`src/rtl/wb_pkg.sv`:
```
// Shared sizes, payload type and index helpers for the writeback arbiter slice.
package wb_pkg;

  localparam int unsigned NUM_REQ = 3;
  localparam int unsigned NUM_WP  = 2;
  localparam int unsigned PREG_W  = 7;
  localparam int unsigned DATA_W  = 32;
  localparam int unsigned IDX_W   = 2;
  localparam int unsigned GNT_W   = 2;

  typedef enum logic [IDX_W-1:0] {
    REQ_ALU = 2'd0,
    REQ_BR  = 2'd1,
    REQ_LSU = 2'd2
  } req_id_e;

  typedef struct packed {
    logic [PREG_W-1:0] preg;
    logic [DATA_W-1:0] data;
  } wb_entry_t;

  typedef logic [IDX_W-1:0] req_idx_t;

  // Requester index increment modulo NUM_REQ.
  function automatic req_idx_t next_idx(req_idx_t idx);
    return (idx == req_idx_t'(NUM_REQ - 1)) ? '0 : idx + req_idx_t'(1);
  endfunction

endpackage

```
`src/rtl/wb_arbiter_if.sv`:
```
// Requester offers and register-file write ports of the writeback arbiter.
interface wb_arbiter_if;
  import wb_pkg::*;

  logic              alu_valid, br_valid, lsu_valid;
  logic              alu_ready, br_ready, lsu_ready;
  logic [PREG_W-1:0] alu_preg,  br_preg,  lsu_preg;
  logic [DATA_W-1:0] alu_data,  br_data,  lsu_data;

  logic              wp0_en,   wp1_en;
  logic [PREG_W-1:0] wp0_preg, wp1_preg;
  logic [DATA_W-1:0] wp0_data, wp1_data;

  modport master (
    output alu_valid, br_valid, lsu_valid,
    output alu_preg,  br_preg,  lsu_preg,
    output alu_data,  br_data,  lsu_data,
    input  alu_ready, br_ready, lsu_ready,
    input  wp0_en, wp1_en, wp0_preg, wp1_preg, wp0_data, wp1_data
  );

  modport slave (
    input  alu_valid, br_valid, lsu_valid,
    input  alu_preg,  br_preg,  lsu_preg,
    input  alu_data,  br_data,  lsu_data,
    output alu_ready, br_ready, lsu_ready,
    output wp0_en, wp1_en, wp0_preg, wp1_preg, wp0_data, wp1_data
  );

endinterface

```
`src/rtl/wb_fifo2.sv`:
```
// Two-entry result FIFO; slot 0 is always the head.
module wb_fifo2
  import wb_pkg::*;
(
  input  logic      clk,
  input  logic      reset,
  input  logic      clear_i,
  input  logic      push_i,
  input  wb_entry_t push_entry_i,
  input  logic      pop_i,
  output logic      full_o,
  output logic      empty_o,
  output wb_entry_t head_o
);

  logic [1:0] cnt_q, cnt_d;
  wb_entry_t  slot_q [2];
  wb_entry_t  slot_d [2];
  logic       push_ok, pop_ok;

  assign full_o  = (cnt_q == 2'd2);
  assign empty_o = (cnt_q == 2'd0);
  assign head_o  = slot_q[0];
  assign push_ok = push_i && !full_o;
  assign pop_ok  = pop_i && !empty_o;

  // Pop shifts slot 1 forward; push lands in the first slot free after the pop.
  always_comb begin
    cnt_d  = cnt_q;
    slot_d = slot_q;
    if (pop_ok) begin
      slot_d[0] = slot_q[1];
    end
    if (push_ok) begin
      if ((cnt_q - 2'(pop_ok)) == 2'd0) begin
        slot_d[0] = push_entry_i;
      end else begin
        slot_d[1] = push_entry_i;
      end
    end
    cnt_d = cnt_q + 2'(push_ok) - 2'(pop_ok);
    if (clear_i) begin
      cnt_d = '0;
    end
  end

  always_ff @(posedge clk) begin
    if (!reset) begin
      cnt_q     <= '0;
      slot_q[0] <= '0;
      slot_q[1] <= '0;
    end else begin
      cnt_q  <= cnt_d;
      slot_q <= slot_d;
    end
  end

endmodule

```
`src/rtl/wb_arbiter.sv`:
```
// Writeback arbiter: three FU result FIFOs drained round-robin onto two write ports.
// Optional flush port and logic are built when WB_FLUSH_EN is defined.
module wb_arbiter
  import wb_pkg::*;
(
  input  logic clk,
  input  logic reset,
`ifdef WB_FLUSH_EN
  input  logic flush,
`endif
  wb_arbiter_if.slave bus
);

  logic [NUM_REQ-1:0] valid, ready, push, pop, full, empty;
  wb_entry_t          in_entry [NUM_REQ];
  wb_entry_t          head     [NUM_REQ];
  logic               flush_c;

  req_idx_t           rr_ptr_q, rr_ptr_d;
  logic [NUM_WP-1:0]  wp_en_q,  wp_en_d;
  wb_entry_t          wp_q     [NUM_WP];
  wb_entry_t          wp_d     [NUM_WP];

`ifdef WB_FLUSH_EN
  assign flush_c = flush;
`else
  assign flush_c = 1'b0;
`endif

  assign valid             = {bus.lsu_valid, bus.br_valid, bus.alu_valid};
  assign in_entry[REQ_ALU] = {bus.alu_preg, bus.alu_data};
  assign in_entry[REQ_BR]  = {bus.br_preg,  bus.br_data};
  assign in_entry[REQ_LSU] = {bus.lsu_preg, bus.lsu_data};

  // Ready reflects occupancy at the start of the cycle, so a same-cycle pop never raises it.
  assign ready         = {NUM_REQ{reset}} & ~full;
  assign bus.alu_ready = ready[REQ_ALU];
  assign bus.br_ready  = ready[REQ_BR];
  assign bus.lsu_ready = ready[REQ_LSU];

  for (genvar r = 0; r < NUM_REQ; r++) begin : g_fifo
    // preg 0 is handshaken but never stored.
    assign push[r] = valid[r] && ready[r] && (in_entry[r].preg != '0) && !flush_c;

    wb_fifo2 u_fifo (
      .clk          (clk),
      .reset        (reset),
      .clear_i      (flush_c),
      .push_i       (push[r]),
      .push_entry_i (in_entry[r]),
      .pop_i        (pop[r]),
      .full_o       (full[r]),
      .empty_o      (empty[r]),
      .head_o       (head[r])
    );
  end

  // Round-robin scan from rr_ptr; first heads found fill write ports in order.
  always_comb begin
    logic [GNT_W-1:0] n_gnt;
    req_idx_t         idx;
    req_idx_t         last;
    pop      = '0;
    wp_en_d  = '0;
    wp_d     = wp_q;
    rr_ptr_d = rr_ptr_q;
    n_gnt    = '0;
    idx      = rr_ptr_q;
    last     = rr_ptr_q;
    if (!flush_c) begin
      for (int unsigned k = 0; k < NUM_REQ; k++) begin
        if (!empty[idx] && (n_gnt < GNT_W'(NUM_WP))) begin
          pop[idx]            = 1'b1;
          wp_en_d[1'(n_gnt)]  = 1'b1;
          wp_d[1'(n_gnt)]     = head[idx];
          last                = idx;
          n_gnt               = n_gnt + GNT_W'(1);
        end
        idx = next_idx(idx);
      end
      if (n_gnt != '0) begin
        rr_ptr_d = next_idx(last);
      end
    end
  end

  always_ff @(posedge clk) begin
    if (!reset) begin
      rr_ptr_q <= '0;
      wp_en_q  <= '0;
      for (int w = 0; w < int'(NUM_WP); w++) begin
        wp_q[w] <= '0;
      end
    end else begin
      rr_ptr_q <= rr_ptr_d;
      wp_en_q  <= wp_en_d;
      wp_q     <= wp_d;
    end
  end

  assign bus.wp0_en   = wp_en_q[0];
  assign bus.wp1_en   = wp_en_q[1];
  assign bus.wp0_preg = wp_q[0].preg;
  assign bus.wp1_preg = wp_q[1].preg;
  assign bus.wp0_data = wp_q[0].data;
  assign bus.wp1_data = wp_q[1].data;

endmodule

```
`src/flat_wrapper.sv`:
```
// flat-port wrapper written by rule: the top's interface ports become plain ports
module wb_arbiter_flat import wb_pkg::*;
  (clk, reset, bus_alu_valid, bus_br_valid, bus_lsu_valid, bus_alu_preg, bus_br_preg, bus_lsu_preg, bus_alu_data, bus_br_data, bus_lsu_data, bus_alu_ready, bus_br_ready, bus_lsu_ready, bus_wp0_en, bus_wp1_en, bus_wp0_preg, bus_wp1_preg, bus_wp0_data, bus_wp1_data);
  wb_arbiter_if bus_i ();
  input  logic clk;
  input  logic reset;
  input wire logic [$bits(bus_i.alu_valid)-1:0] bus_alu_valid;
  input wire logic [$bits(bus_i.br_valid)-1:0] bus_br_valid;
  input wire logic [$bits(bus_i.lsu_valid)-1:0] bus_lsu_valid;
  input wire logic [$bits(bus_i.alu_preg)-1:0] bus_alu_preg;
  input wire logic [$bits(bus_i.br_preg)-1:0] bus_br_preg;
  input wire logic [$bits(bus_i.lsu_preg)-1:0] bus_lsu_preg;
  input wire logic [$bits(bus_i.alu_data)-1:0] bus_alu_data;
  input wire logic [$bits(bus_i.br_data)-1:0] bus_br_data;
  input wire logic [$bits(bus_i.lsu_data)-1:0] bus_lsu_data;
  output wire logic [$bits(bus_i.alu_ready)-1:0] bus_alu_ready;
  output wire logic [$bits(bus_i.br_ready)-1:0] bus_br_ready;
  output wire logic [$bits(bus_i.lsu_ready)-1:0] bus_lsu_ready;
  output wire logic [$bits(bus_i.wp0_en)-1:0] bus_wp0_en;
  output wire logic [$bits(bus_i.wp1_en)-1:0] bus_wp1_en;
  output wire logic [$bits(bus_i.wp0_preg)-1:0] bus_wp0_preg;
  output wire logic [$bits(bus_i.wp1_preg)-1:0] bus_wp1_preg;
  output wire logic [$bits(bus_i.wp0_data)-1:0] bus_wp0_data;
  output wire logic [$bits(bus_i.wp1_data)-1:0] bus_wp1_data;
  assign bus_i.alu_valid = bus_alu_valid;
  assign bus_i.br_valid = bus_br_valid;
  assign bus_i.lsu_valid = bus_lsu_valid;
  assign bus_i.alu_preg = bus_alu_preg;
  assign bus_i.br_preg = bus_br_preg;
  assign bus_i.lsu_preg = bus_lsu_preg;
  assign bus_i.alu_data = bus_alu_data;
  assign bus_i.br_data = bus_br_data;
  assign bus_i.lsu_data = bus_lsu_data;
  assign bus_alu_ready = bus_i.alu_ready;
  assign bus_br_ready = bus_i.br_ready;
  assign bus_lsu_ready = bus_i.lsu_ready;
  assign bus_wp0_en = bus_i.wp0_en;
  assign bus_wp1_en = bus_i.wp1_en;
  assign bus_wp0_preg = bus_i.wp0_preg;
  assign bus_wp1_preg = bus_i.wp1_preg;
  assign bus_wp0_data = bus_i.wp0_data;
  assign bus_wp1_data = bus_i.wp1_data;
  wb_arbiter u_core (.clk(clk), .reset(reset), .bus(bus_i));
endmodule
```
`config.mk`:
```
export PLATFORM = sky130hd
export DESIGN_NAME = wb_arbiter_flat
export DESIGN_NICKNAME = d
export VERILOG_FILES = /design/src/rtl/wb_pkg.sv /design/src/rtl/wb_arbiter_if.sv /design/src/rtl/wb_fifo2.sv /design/src/rtl/wb_arbiter.sv /design/src/flat_wrapper.sv
export SDC_FILE = /design/constraint.sdc
export NUM_CORES = 1
export LEC_CHECK = 0
export ABC_AREA = 1
export CORE_ASPECT_RATIO = 0.6
export CORE_MARGIN = 4
export CORE_UTILIZATION = 24
export CTS_CLUSTER_SIZE = 25
export DETAILED_ROUTE_END_ITERATION = 10
export PLACE_DENSITY = 0.52
export SYNTH_ARGS = -nofsm -noshare
export SYNTH_HDL_FRONTEND = slang
export SYNTH_SLANG_ARGS = --single-unit
```
`constraint.sdc`:
```
create_clock -name clk -period 6.25 [get_ports clk]
set_input_delay 1.25 -clock clk [delete_from_list [all_inputs] [get_ports clk]]
set_output_delay 1.25 -clock clk [all_outputs]
set_load 0.05 [all_outputs]
```
==> qor.yml <==
dr.pass1.iters: 6
relSlewSlack_pct: 17.4
tightest_slew_ns: 1.24
synth_top_area_cell: "dfxtp_1"
hold_viol_final: 0
path_clk_slew_ns: 0.07
grt_pass1_wl_um: 112000
netlist_top_cells_area: "dfxtp_1 (37%), nand2_1 (12%), a21oi_1 (8.2%)"
drv_cap: 0
final_cell_mix: "nand2_1 (566), dfxtp_1 (321), a21oi_1 (281), nor2_1 (280), o21ai_0 (258)"
clock_skew_ns: 0.0388
critical_path.max_fanout: 40
syn_inst: 2650
reg2regPathDepth: 15
setup_slack_ns: 2.02
grt_max_degree: 82
rrSetupSlack_ns: 2.02
p_seq_share_pct: 26.5
die_width_um: 354
numCtsBuffers: 35
pin_count: 205
synthDominantCellAreaShare_pct: 37.5
slew_viol_final: 0
cp_data_required_time_ns: 6.71
antenna_found_initial: 1
cts_setup_buffers: 0
synth_cell_type_count: 37
peakVddDrop_mv: 0.339
ctsResizeCount: 0
syn_area_um2: 17200
cp-end-kind: "flip-flop"
core_area_um2: 70500
synthArstFlopShare_pct: 0
timing.fmax_mhz: 237
fp.dieArea_um2: 76200
synth.avg_cell_area_um2: 6.49
gp_congestion: 0.921
total_power_uw: 11100
drtAntennaViolNets: 0
rsz0062_at_grt: "no"
hold_buffers: 0
grt_pass1_vias: 16400
dr.first_iter.drc_count: 2116
power_switching_uw: 5740
whs_path_depth: 2
start_kind: "flip-flop"
period_needed_ns: 4.23
syn_nets: 2780
clkPwrFrac_pct: 19.3
cts.sinks: 322
synth-edff-count: 0
grt_remaining_overflow: 0
fin_setup_tns_ns: 0
wl_per_cell_um: 20.6
drive_gt1_share_pct: 5.99
critPathArrivalTime_ns: 4.69
die_h_um: 215
p_leak_uw: 0.00793
cts_root_buf: "clkbuf_16"
ys_ff_latch: 322
wirelength_um: 76300
report.final.setup_viol: 0
hold_end: "u_core.g_fifo[0].u_fifo.slot_q[4]"
drc: 0
fin_nets: 2846
yosys_warnings: 0
clk_path_buf_depth: 3
syn2layout_area_growth_pct: 22.0
grt_use_total_pct: 19.2
period_share_pct: 67.6
timing.rr.start: "u_core.rr_ptr_q[1]"
vias: 18400
clk_latency_ns: 0.57
powerDensity_nw_per_um2: 531
path_class: "reg -> reg"
yosysSeqAreaShare_pct: 37.5
portBuffers: 204
vias_per_cell: 4.96
dp_hpwl_um: 53400
final_util_pct: 29.8
status: "finished clean"
switching_share_pct: 51.5
htreeDepth: 2
p_int_uw: 5400
final_common_cell: "nand2_1"
initial_utilization_pct: 24.4
synth_top_flop_cell: "dfxtp_1"
r2r-end: "u_core.g_fifo[2].u_fifo.slot_q[32]"
dp_slack_ns: 2.04
row_count: 75
p_comb_share_pct: 54.2
hp-start: "u_core.g_fifo[0].u_fifo.slot_q[4]"
cts_tree: "done"
hold_class: "reg -> reg"
holdWs_ns: 0.461
[power groups by stage]
| stage | combinational, uW | clock [uW] | sequential [uW] |
|---|---|---|---|
| global placement | 5900 | 0 | 2990 |
| CTS | 5930 | 2200 | 2930 |
| floorplan | 3820 | 0 | 3170 |
| global route | 6610 | 2300 | 2980 |
| finish | 6040 | 2150 | 2950 |
| detailed placement | 5910 | 0 | 2980 |
[worst max-delay path by stage]
stage                       startpoint  depth (start not counted)                            endpoint
finish              u_core.rr_ptr_q[1]                         15  u_core.g_fifo[2].u_fifo.slot_q[32]
global route        u_core.rr_ptr_q[1]                         14  u_core.g_fifo[0].u_fifo.head_o[34]
CTS                              reset                          4                       bus_lsu_ready
detailed placement               reset                         13    u_core.g_fifo[2].u_fifo.cnt_q[1]
global placement                 reset                         13    u_core.g_fifo[2].u_fifo.cnt_q[1]
floorplan                        reset                         13    u_core.g_fifo[0].u_fifo.cnt_q[1]
[layout make-up]
| type | instances | area [um^2] |
|---|---|---|
| antenna | 3 | 7.51 |
| clock buffer | 48 | 1010 |
| clock inverter | 12 | 138 |
| fill | 7731 | 49500 |
| inverter | 227 | 855 |
| multi-input combinational | 1882 | 8950 |
| sequential | 322 | 6450 |
| tap | 962 | 1200 |
| timing repair buffer | 248 | 2380 |
[through the flow]
step,instances,area (um^2)
3_5_place_dp,3641,19800
5_1_grt,3701,21000
6_report,3704,21000
3_3_place_gp,3641,19800
2_1_floorplan,2650,17200
4_1_cts,3701,21000
[critical path, stage by stage, from the launching register on]
cell	delay [ns]
dfxtp_2	0.80
buf_4	0.48
nand2_1	0.13
nand3_1	0.14
inv_2	0.05
ha_1	0.26
nand3b_1	0.26
nand3_2	0.21
nand2_1	0.07
nand2_1	0.10
buf_4	0.45
inv_2	0.43
nand2_1	0.19
buf_4	0.29
nand2_1	0.08
a21oi_1	0.14
[sequential cells by signal, indices dropped and copies added, names as in the netlist]
register	count
u_core.rr_ptr_q	2
u_core.bus.wp1_data	32
u_core.bus.wp0_data	32
u_core.bus.wp0_preg	7
u_core.wp_en_q	2
u_core.g_fifo.u_fifo.head_o	117
u_core.g_fifo.u_fifo.cnt_q	6
u_core.bus.wp1_preg	7
u_core.g_fifo.u_fifo.slot_q	117
[cell families (layout without fill, tap and decap cells)]
| family | after synthesis | in the layout | share of synthesized area [%] |
|---|---|---|---|
| compound gates | 685 | 685 | 21.5 |
| xor+xnor | 3 | 3 | 0.153 |
| fa+ha+maj | 8 | 8 | 0.582 |
| buf+inv | 446 | 535 | 10.7 |
| flops | 322 | 322 | 37.5 |
| other cells | 0 | 3 | 0 |
| simple gates | 1186 | 1186 | 29.6 |
[metal layers]
metal | vias up | track usage (%) | routed length (um)
li1 | 8920 | - | -
met5 | - | 2.06 | 226
met3 | 70 | 8.08 | 9410
met1 | 8618 | 27.4 | 34800
met2 | 778 | 26.9 | 30600
met4 | 2 | 3.52 | 1200
[cell usage after synthesis (2+ instances only)]
master	n
nand2_1	567
dfxtp_1	322
a21oi_1	281
nor2_1	280
o21ai_0	258
inv_1	213
nand3_1	187
clkbuf_1	122
nand4_1	79
buf_2	62
a22oi_1	46
o21ai_1	31
o22ai_1	29
or2_2	25
nor3_1	22
o211ai_1	22
buf_4	21
inv_2	13
buf_1	12
ha_1	8
o221ai_1	7
nand2_2	6
nand3b_1	6
nand3_2	5
nor2_2	5
a31oi_1	4
xor2_1	3
a221oi_1	2
buf_6	2
nand2_4	2
o21a_1	2
No activity file was read; power rests on OpenSTA's default activity.
